File: src/rtl/serial_frame_arbiter.sv
// Round-robin arbiter for two requesters driving one serial command link (cmd, addr, data MSB-first).
// Define SERIAL_PARITY_EN to append an even-parity bit over address+data after the data field.
module serial_frame_arbiter #(
  parameter int BIT_CYCLES = 2,
  parameter int GAP_BITS   = 1
) (
  input  logic       clk,
  input  logic       rst,
  input  logic       req0_valid,
  input  logic [5:0] req0_addr,
  input  logic [7:0] req0_data,
  output logic       req0_ready,
  input  logic       req1_valid,
  input  logic [5:0] req1_addr,
  input  logic [7:0] req1_data,
  output logic       req1_ready,
  output logic       out_flow,
  output logic       busy,
  output logic       grant_id,
  output logic       frame_done
);

  typedef enum logic [2:0] {IDLE, CMD, ADDR, DATA, PAR, GAP} state_t;

  localparam logic [2:0] CMD_WORD = 3'b110;
  localparam logic [3:0] LAST_CYC = 4'(BIT_CYCLES - 1);
  localparam logic [3:0] LAST_GAP = 4'(GAP_BITS - 1);

  state_t      state_q;
  logic [13:0] shift_q;
  logic [3:0]  bitCnt_q;
  logic [3:0]  idx_q;
  logic        ptr_q;
  logic        grant_q;
  logic        out_q;
`ifdef SERIAL_PARITY_EN
  logic        parity_q;
`endif

  logic grant0, grant1, idle, accept, bitWrap;

  // ptr_q = 1 means req1 is favoured when both requesters are valid.
  assign grant0     = req0_valid & (~req1_valid | ~ptr_q);
  assign grant1     = req1_valid & (~req0_valid | ptr_q);
  assign idle       = (state_q == IDLE);
  assign req0_ready = idle & grant0 & ~rst;
  assign req1_ready = idle & grant1 & ~rst;
  assign accept     = req0_ready | req1_ready;
  assign bitWrap    = (bitCnt_q == LAST_CYC);

  assign out_flow = out_q;
  assign busy     = ~idle;
  assign grant_id = grant_q;
`ifdef SERIAL_PARITY_EN
  assign frame_done = (state_q == PAR) & bitWrap;
`else
  assign frame_done = (state_q == DATA) & (idx_q == 4'd7) & bitWrap;
`endif

  always_ff @(posedge clk) begin
    if (rst) begin
      state_q  <= IDLE;
      shift_q  <= '0;
      bitCnt_q <= '0;
      idx_q    <= '0;
      ptr_q    <= 1'b0;
      grant_q  <= 1'b0;
      out_q    <= 1'b0;
`ifdef SERIAL_PARITY_EN
      parity_q <= 1'b0;
`endif
    end else begin
      case (state_q)
        IDLE: begin
          out_q    <= 1'b0;
          bitCnt_q <= '0;
          idx_q    <= '0;
          if (accept) begin
            shift_q <= req1_ready ? {req1_addr, req1_data} : {req0_addr, req0_data};
            grant_q <= req1_ready;
            ptr_q   <= ~req1_ready;
`ifdef SERIAL_PARITY_EN
            parity_q <= req1_ready ? ^{req1_addr, req1_data} : ^{req0_addr, req0_data};
`endif
            out_q   <= CMD_WORD[2];
            state_q <= CMD;
          end
        end
        CMD: begin
          if (bitWrap) begin
            bitCnt_q <= '0;
            if (idx_q == 4'd2) begin
              idx_q   <= '0;
              out_q   <= shift_q[13];
              state_q <= ADDR;
            end else begin
              idx_q <= idx_q + 4'd1;
              out_q <= (idx_q == 4'd0) ? CMD_WORD[1] : CMD_WORD[0];
            end
          end else begin
            bitCnt_q <= bitCnt_q + 4'd1;
          end
        end
        ADDR: begin
          if (bitWrap) begin
            bitCnt_q <= '0;
            shift_q  <= {shift_q[12:0], 1'b0};
            out_q    <= shift_q[12];
            if (idx_q == 4'd5) begin
              idx_q   <= '0;
              state_q <= DATA;
            end else begin
              idx_q <= idx_q + 4'd1;
            end
          end else begin
            bitCnt_q <= bitCnt_q + 4'd1;
          end
        end
        DATA: begin
          if (bitWrap) begin
            bitCnt_q <= '0;
            shift_q  <= {shift_q[12:0], 1'b0};
            if (idx_q == 4'd7) begin
              idx_q <= '0;
`ifdef SERIAL_PARITY_EN
              out_q   <= parity_q;
              state_q <= PAR;
`else
              out_q   <= 1'b0;
              state_q <= (GAP_BITS == 0) ? IDLE : GAP;
`endif
            end else begin
              idx_q <= idx_q + 4'd1;
              out_q <= shift_q[12];
            end
          end else begin
            bitCnt_q <= bitCnt_q + 4'd1;
          end
        end
`ifdef SERIAL_PARITY_EN
        PAR: begin
          if (bitWrap) begin
            bitCnt_q <= '0;
            out_q    <= 1'b0;
            state_q  <= (GAP_BITS == 0) ? IDLE : GAP;
          end else begin
            bitCnt_q <= bitCnt_q + 4'd1;
          end
        end
`endif
        GAP: begin
          out_q <= 1'b0;
          if (bitWrap) begin
            bitCnt_q <= '0;
            if (idx_q == LAST_GAP) begin
              idx_q   <= '0;
              state_q <= IDLE;
            end else begin
              idx_q <= idx_q + 4'd1;
            end
          end else begin
            bitCnt_q <= bitCnt_q + 4'd1;
          end
        end
        default: begin
          out_q   <= 1'b0;
          state_q <= IDLE;
        end
      endcase
    end
  end

endmodule

File: config.mk
export PLATFORM = sky130hd
export DESIGN_NAME = serial_frame_arbiter
export DESIGN_NICKNAME = d
export VERILOG_FILES = /design/src/rtl/serial_frame_arbiter.sv
export SDC_FILE = /design/constraint.sdc
export NUM_CORES = 1
export LEC_CHECK = 0
export ABC_AREA = 1
export BUFFER_PORTS_ARGS = -buffer_cell sky130_fd_sc_hd__buf_4
export CAP_MARGIN = 10
export CORE_UTILIZATION = 60
export CTS_CLUSTER_DIAMETER = 40
export DETAILED_ROUTE_END_ITERATION = 7
export GPL_TIMING_DRIVEN = 0
export PLACE_DENSITY = 0.95
export SLEW_MARGIN = 30
export SYNTH_ARGS = -nofsm -noshare
export SYNTH_HDL_FRONTEND = slang
export SYNTH_SLANG_ARGS = --single-unit
File: constraint.sdc
create_clock -name clk -period 3 [get_ports clk]
set_input_delay 0.45 -clock clk [delete_from_list [all_inputs] [get_ports clk]]
set_output_delay 0.45 -clock clk [all_outputs]
set_load 0.05 [all_outputs]
# ---- Word-level counts from Yosys, hierarchy flattened
# Cells that the tools add are included.
# Widths: inputs -> output; s select.
dict set report word_totals {
  ff_bits 28
  wordCells 89
  output_inout_bits 6
  input_bits 32
}
dict set report op_classes {
  add_sub_neg 2
  bitwise 17
  mux 33
  n_eq_ne 18
  n_reduce_logical 12
}
# cell count
set ops {}
lappend ops {{$mux 14} 3}
lappend ops {{$mux 4} 9}
lappend ops {{$pmux 14 s2} 1}
lappend ops {{$mux 3} 9}
lappend ops {{$pmux 4 s5} 1}
lappend ops {{$pmux 3 s5} 1}
lappend ops {{$ne 2x2->1 const B} 7}
lappend ops {{$reduce_and 9->1} 1}
lappend ops {{$add 4x1->4 const B} 2}
lappend ops {{$and 1x1->1} 8}
lappend ops {{$eq 4x3->1 const B} 2}
lappend ops {{$pmux 4 s2} 1}
lappend ops {{$mux 1} 7}
lappend ops {{$eq 3x2->1 const B} 2}
lappend ops {{$ne 2x1->1 const B} 3}
lappend ops {{$not 1->1} 6}
lappend ops {{$reduce_and 3->1} 2}
lappend ops {{$reduce_and 5->1} 1}
lappend ops {{$reduce_bool 5->1} 1}
lappend ops {{$eq 4x1->1 const B} 1}
lappend ops {{$eq 4x2->1 const B} 1}
lappend ops {{$logic_not 4->1} 1}
lappend ops {{$pmux 1 s4} 1}
lappend ops {{$reduce_bool 2->1} 2}
lappend ops {{other kinds (7)} 9}

# ---- Longest topological paths before layout
dict set report logic_depth {
  depth_word 8
  ltp_mapped 10
  mapped_depth_nobuf 10
}

# ---- Worst setup path before layout
# OpenSTA, ideal clock, no wires.
dict set report synth_path {
  path_kind {reg2out}
  startpoint {register idx_q[0]}
  endpoint {output frame_done}
  t_arrival_ps 1751
  setup_slack_ps 799
  stages_incl_launch_ff 4
  path_buffers 0
  path_cell_list {dfxtp_1 -> ha_1 -> nand3_1 -> nor3_1}
}
dict set report synth_between {
  elab_chain_cells 3
}
# element line
set synth_lines {}
lappend synth_lines {{start, declared} 32} ;# logic [3:0] idx_q;
lappend synth_lines {{start signal, assigned} 97} ;# idx_q <= idx_q + 4'd1;
lappend synth_lines {{start signal, assigned} 113} ;# idx_q <= idx_q + 4'd1;
lappend synth_lines {{start signal, assigned} 133} ;# idx_q <= idx_q + 4'd1;
lappend synth_lines {{$eq 4x3->1} 57} ;# assign frame_done = (state_q == DATA) & (idx_q == 4'd7) & bitWrap;
lappend synth_lines {{$and 1x1->1 (2 in series)} 57}
lappend synth_lines {{end, declared} 20} ;# output logic frame_done
# Every way passes these cells.

# ---- Final worst setup path
dict set report layout_path {
  startpoint {register state_q[1]}
  endpoint {output req1_ready}
}
dict set report layout_between {
  elab_chain_cells 3
}
# element line
set layout_lines {}
lappend layout_lines {{start, declared} 29} ;# state_t state_q;
lappend layout_lines {{start signal, assigned} 130} ;# state_q <= (GAP_BITS == 0) ? IDLE : GAP;
lappend layout_lines {{$logic_not 3->1} 45} ;# assign idle = (state_q == IDLE);
lappend layout_lines {{$and 1x1->1 (2 in series)} 47} ;# assign req1_ready = idle & grant1 & ~rst;
lappend layout_lines {{end, declared} 16} ;# output logic req1_ready,
# Every way passes these cells.

==> impl_metrics.toml <==
[clock_tree]
htreeDepth = 1
cts_resized = 0
tritoncts = "built"
clock_latency_ns = 0.34
cts_root_buf = "clkbuf_4"
numCtsBuffers = 3
post_cts_hold_buffer_count = 0
cts.sinks = 28
cts_buffer_depth = 2
path_clk_slew_ns = 0.17
post-cts-setup-buffer-count = 0

[yosys]
async_reset_ff_share_pct = 0
synthTopCellsByArea = "dfxtp_1, nand2_1, inv_1"
syn-num-nets = 347
seq_area_frac_synth_pct = 27.3
synth_cells = 309
synth_top_cell_by_area = "dfxtp_1"
synthDistinctLibCells = 34
syn-cell-area_um2 = 2060
yosysWarnings = 0
synth_top_area_share_pct = 27.3
ys_ff_latch = 28
synth_ff_type = "dfxtp_1"
synth_enable_flop_cells = 0
netlist_top_cells_count = "nand2_1, inv_1, dfxtp_1, nand3_1, nor2_1"
yosysMostFrequentCell = "nand2_1"
syn_area_per_cell_um2 = 6.65

[die]
pin_count = 38
core_um2 = 3150
start_util_pct = 65.2
die_y_um = 60.5
die_area_um2 = 3660
die_w_um = 60.5
rows = 20

[sta]
hold_violations = 0
fmax_mhz = 469
setup_viol = 0
setup_tns_ns = 0
period_share_pct = 71.0
max_slew_margin_pct = 68.6
fin_crit_ns = 2.13
worstMarginPinSlew_ns = 0.471
worst_clock_skew_ns = 0.00917
rsz0062_at_grt = "no"
slew_violations = 0

[grt]
grt_util_all_layers_pct = 27.1
overflow = 0
grt_first_pass_wirelength_um = 7560
antenna_found_initial = 0
grt_max_degree = 17
grt_pass1_vias = 1825

[routing]
drcViolationCount = 0
firstDrtPassIters = 4
wl_um = 4500
wire_per_inst_um = 11.4
ant_nets = 0
routed-via-count = 1984
drt_iter0_drc = 139
vias_per_cell = 5.04

[pwr]
p_leak_nw = 1.28
design_power_total_mw = 2.01
peakVddDrop_uv = 542
cellPowerDensity_nw_per_um2 = 822

[setup_path]
cp_slowest_cell = "dfxtp_1"
cp_top_family = "buffers and inverters"
slowest_delay_ns = 0.39
critical_path_class = "flop to primary output"
endpoint_kind = "primary output"
worst_path_most_repeated_cell = "nand2_4"
ff2ff_setup_slack_ns = 1.39
crit_chain = "inv_2 -> nand2_4 -> nor2_8 -> nand2_4 -> buf_6 -> inv_1 -> buf_4"
timing.rr.start = "bitCnt_q[0]"
worstPathArrival_ns = 1.68
cp_max_fo = 10
critPathBufInv = 4
r2r-end = "shift_q[1]"
worstPathRequired_ns = 2.55
startpoint_type = "flop"
rr_worst_depth = 9

[hold_path]
min-delay-start = "rst"
hold_depth = 4
min_to = "state_q[1]"
min_path_type = "input port to flop"

[placed_design]
place.gp.congestion = 0.905
portBuffers = 37
hpwlAfterDp_um = 3400

[status]
outcome = "finished clean"

[finish]
antenna_cells = 0
drive_gt1_share_pct = 25.1
final_nets = 389
syn_to_final_growth_pct = 18.7

[flow_run]
cap_violations = 0
cells by family after synthesis:
family	Yosys count	synth area share (%)
simple gates	165	41.6
buf+inv	73	15.4
compound gates	34	10.8
flops	28	27.3
fa+ha+maj	6	3.65
xor+xnor	3	1.28
through the flow:
stage               hold WS [ns]  area (µm²)  setup slack (ns)  util [%]  std cells
finish                     0.424        2440             0.870      77.4        394
floorplan                  0.455        2060             0.799         -        309
CTS                        0.425        2440             0.871      77.4        394
global route               0.441        2440             0.797      77.4        394
global placement           0.452        2390              1.02      75.8        390
detailed placement         0.457        2390              1.01      75.8        390
worst min-delay path: cells and delay by family:
| kind | cells | cell delay (ns) |
|---|---|---|
| buffers and inverters | 2 | 0.19 |
| AND/OR/NAND/NOR | 2 | 0.11 |
report_power, final:
part           switching [mW]  internal, mW  total (mW)
Sequential             0.0689         0.477       0.546
Combinational           0.763         0.436        1.20
Clock                   0.126         0.135       0.261
registers in the layout, indices dropped and copies added, names as in the netlist:
signal / flops
shift_q: 14
bitCnt_q: 4
idx_q: 4
state_q: 3
grant_id: 1
out_flow: 1
ptr_q: 1
how the worst max path moves through the flow:
| stage | depth (start not counted) | to | slack [ns] | startpoint |
|---|---|---|---|---|
| 2_1_floorplan | 3 | frame_done | 0.80 | idx_q[0] |
| 3_5_place_dp | 8 | req1_ready | 1.01 | rst |
| 4_1_cts | 7 | req1_ready | 0.87 | state_q[1] |
| 6_report | 7 | req1_ready | 0.87 | state_q[1] |
| 5_1_grt | 7 | req1_ready | 0.80 | state_q[1] |
| 3_3_place_gp | 8 | req1_ready | 1.02 | rst |
layout by cell type, fill, tap and decap left out, drive strengths merged:
cell,count
nand2,88
inv,63
buf,46
nand3,37
dfxtp,28
a21oi,25
nor2,23
nand3b,13
ha,6
o21ai,4
clkbuf,4
nor3,2
o22ai,2
xor2,2
a211oi,2
nand4,1
or2,1
xnor2,1
o211ai,1
bufinv,1
metal layers:
metal  share of wire [%]  up-vias  track usage [%]
li1                    -     1037                -
met1                  44      895             32.1
met2                  51       48             50.4
met3                 4.1        4             4.69
met4                0.85        0             6.49
met5                   0        -                0
area by class of cell:
| class | count | area [µm²] |
|---|---|---|
| Buffer | 10 | 77.6 |
| Clock buffer | 3 | 22.5 |
| Clock inverter | 1 | 30.0 |
| Fill cell | 240 | 712 |
| Inverter | 63 | 239 |
| Multi-Input combinational cell | 208 | 1180 |
| Sequential cell | 28 | 561 |
| Tap cell | 44 | 55.1 |
| Timing Repair Buffer | 37 | 278 |
(Power assumes the default switching activity.)
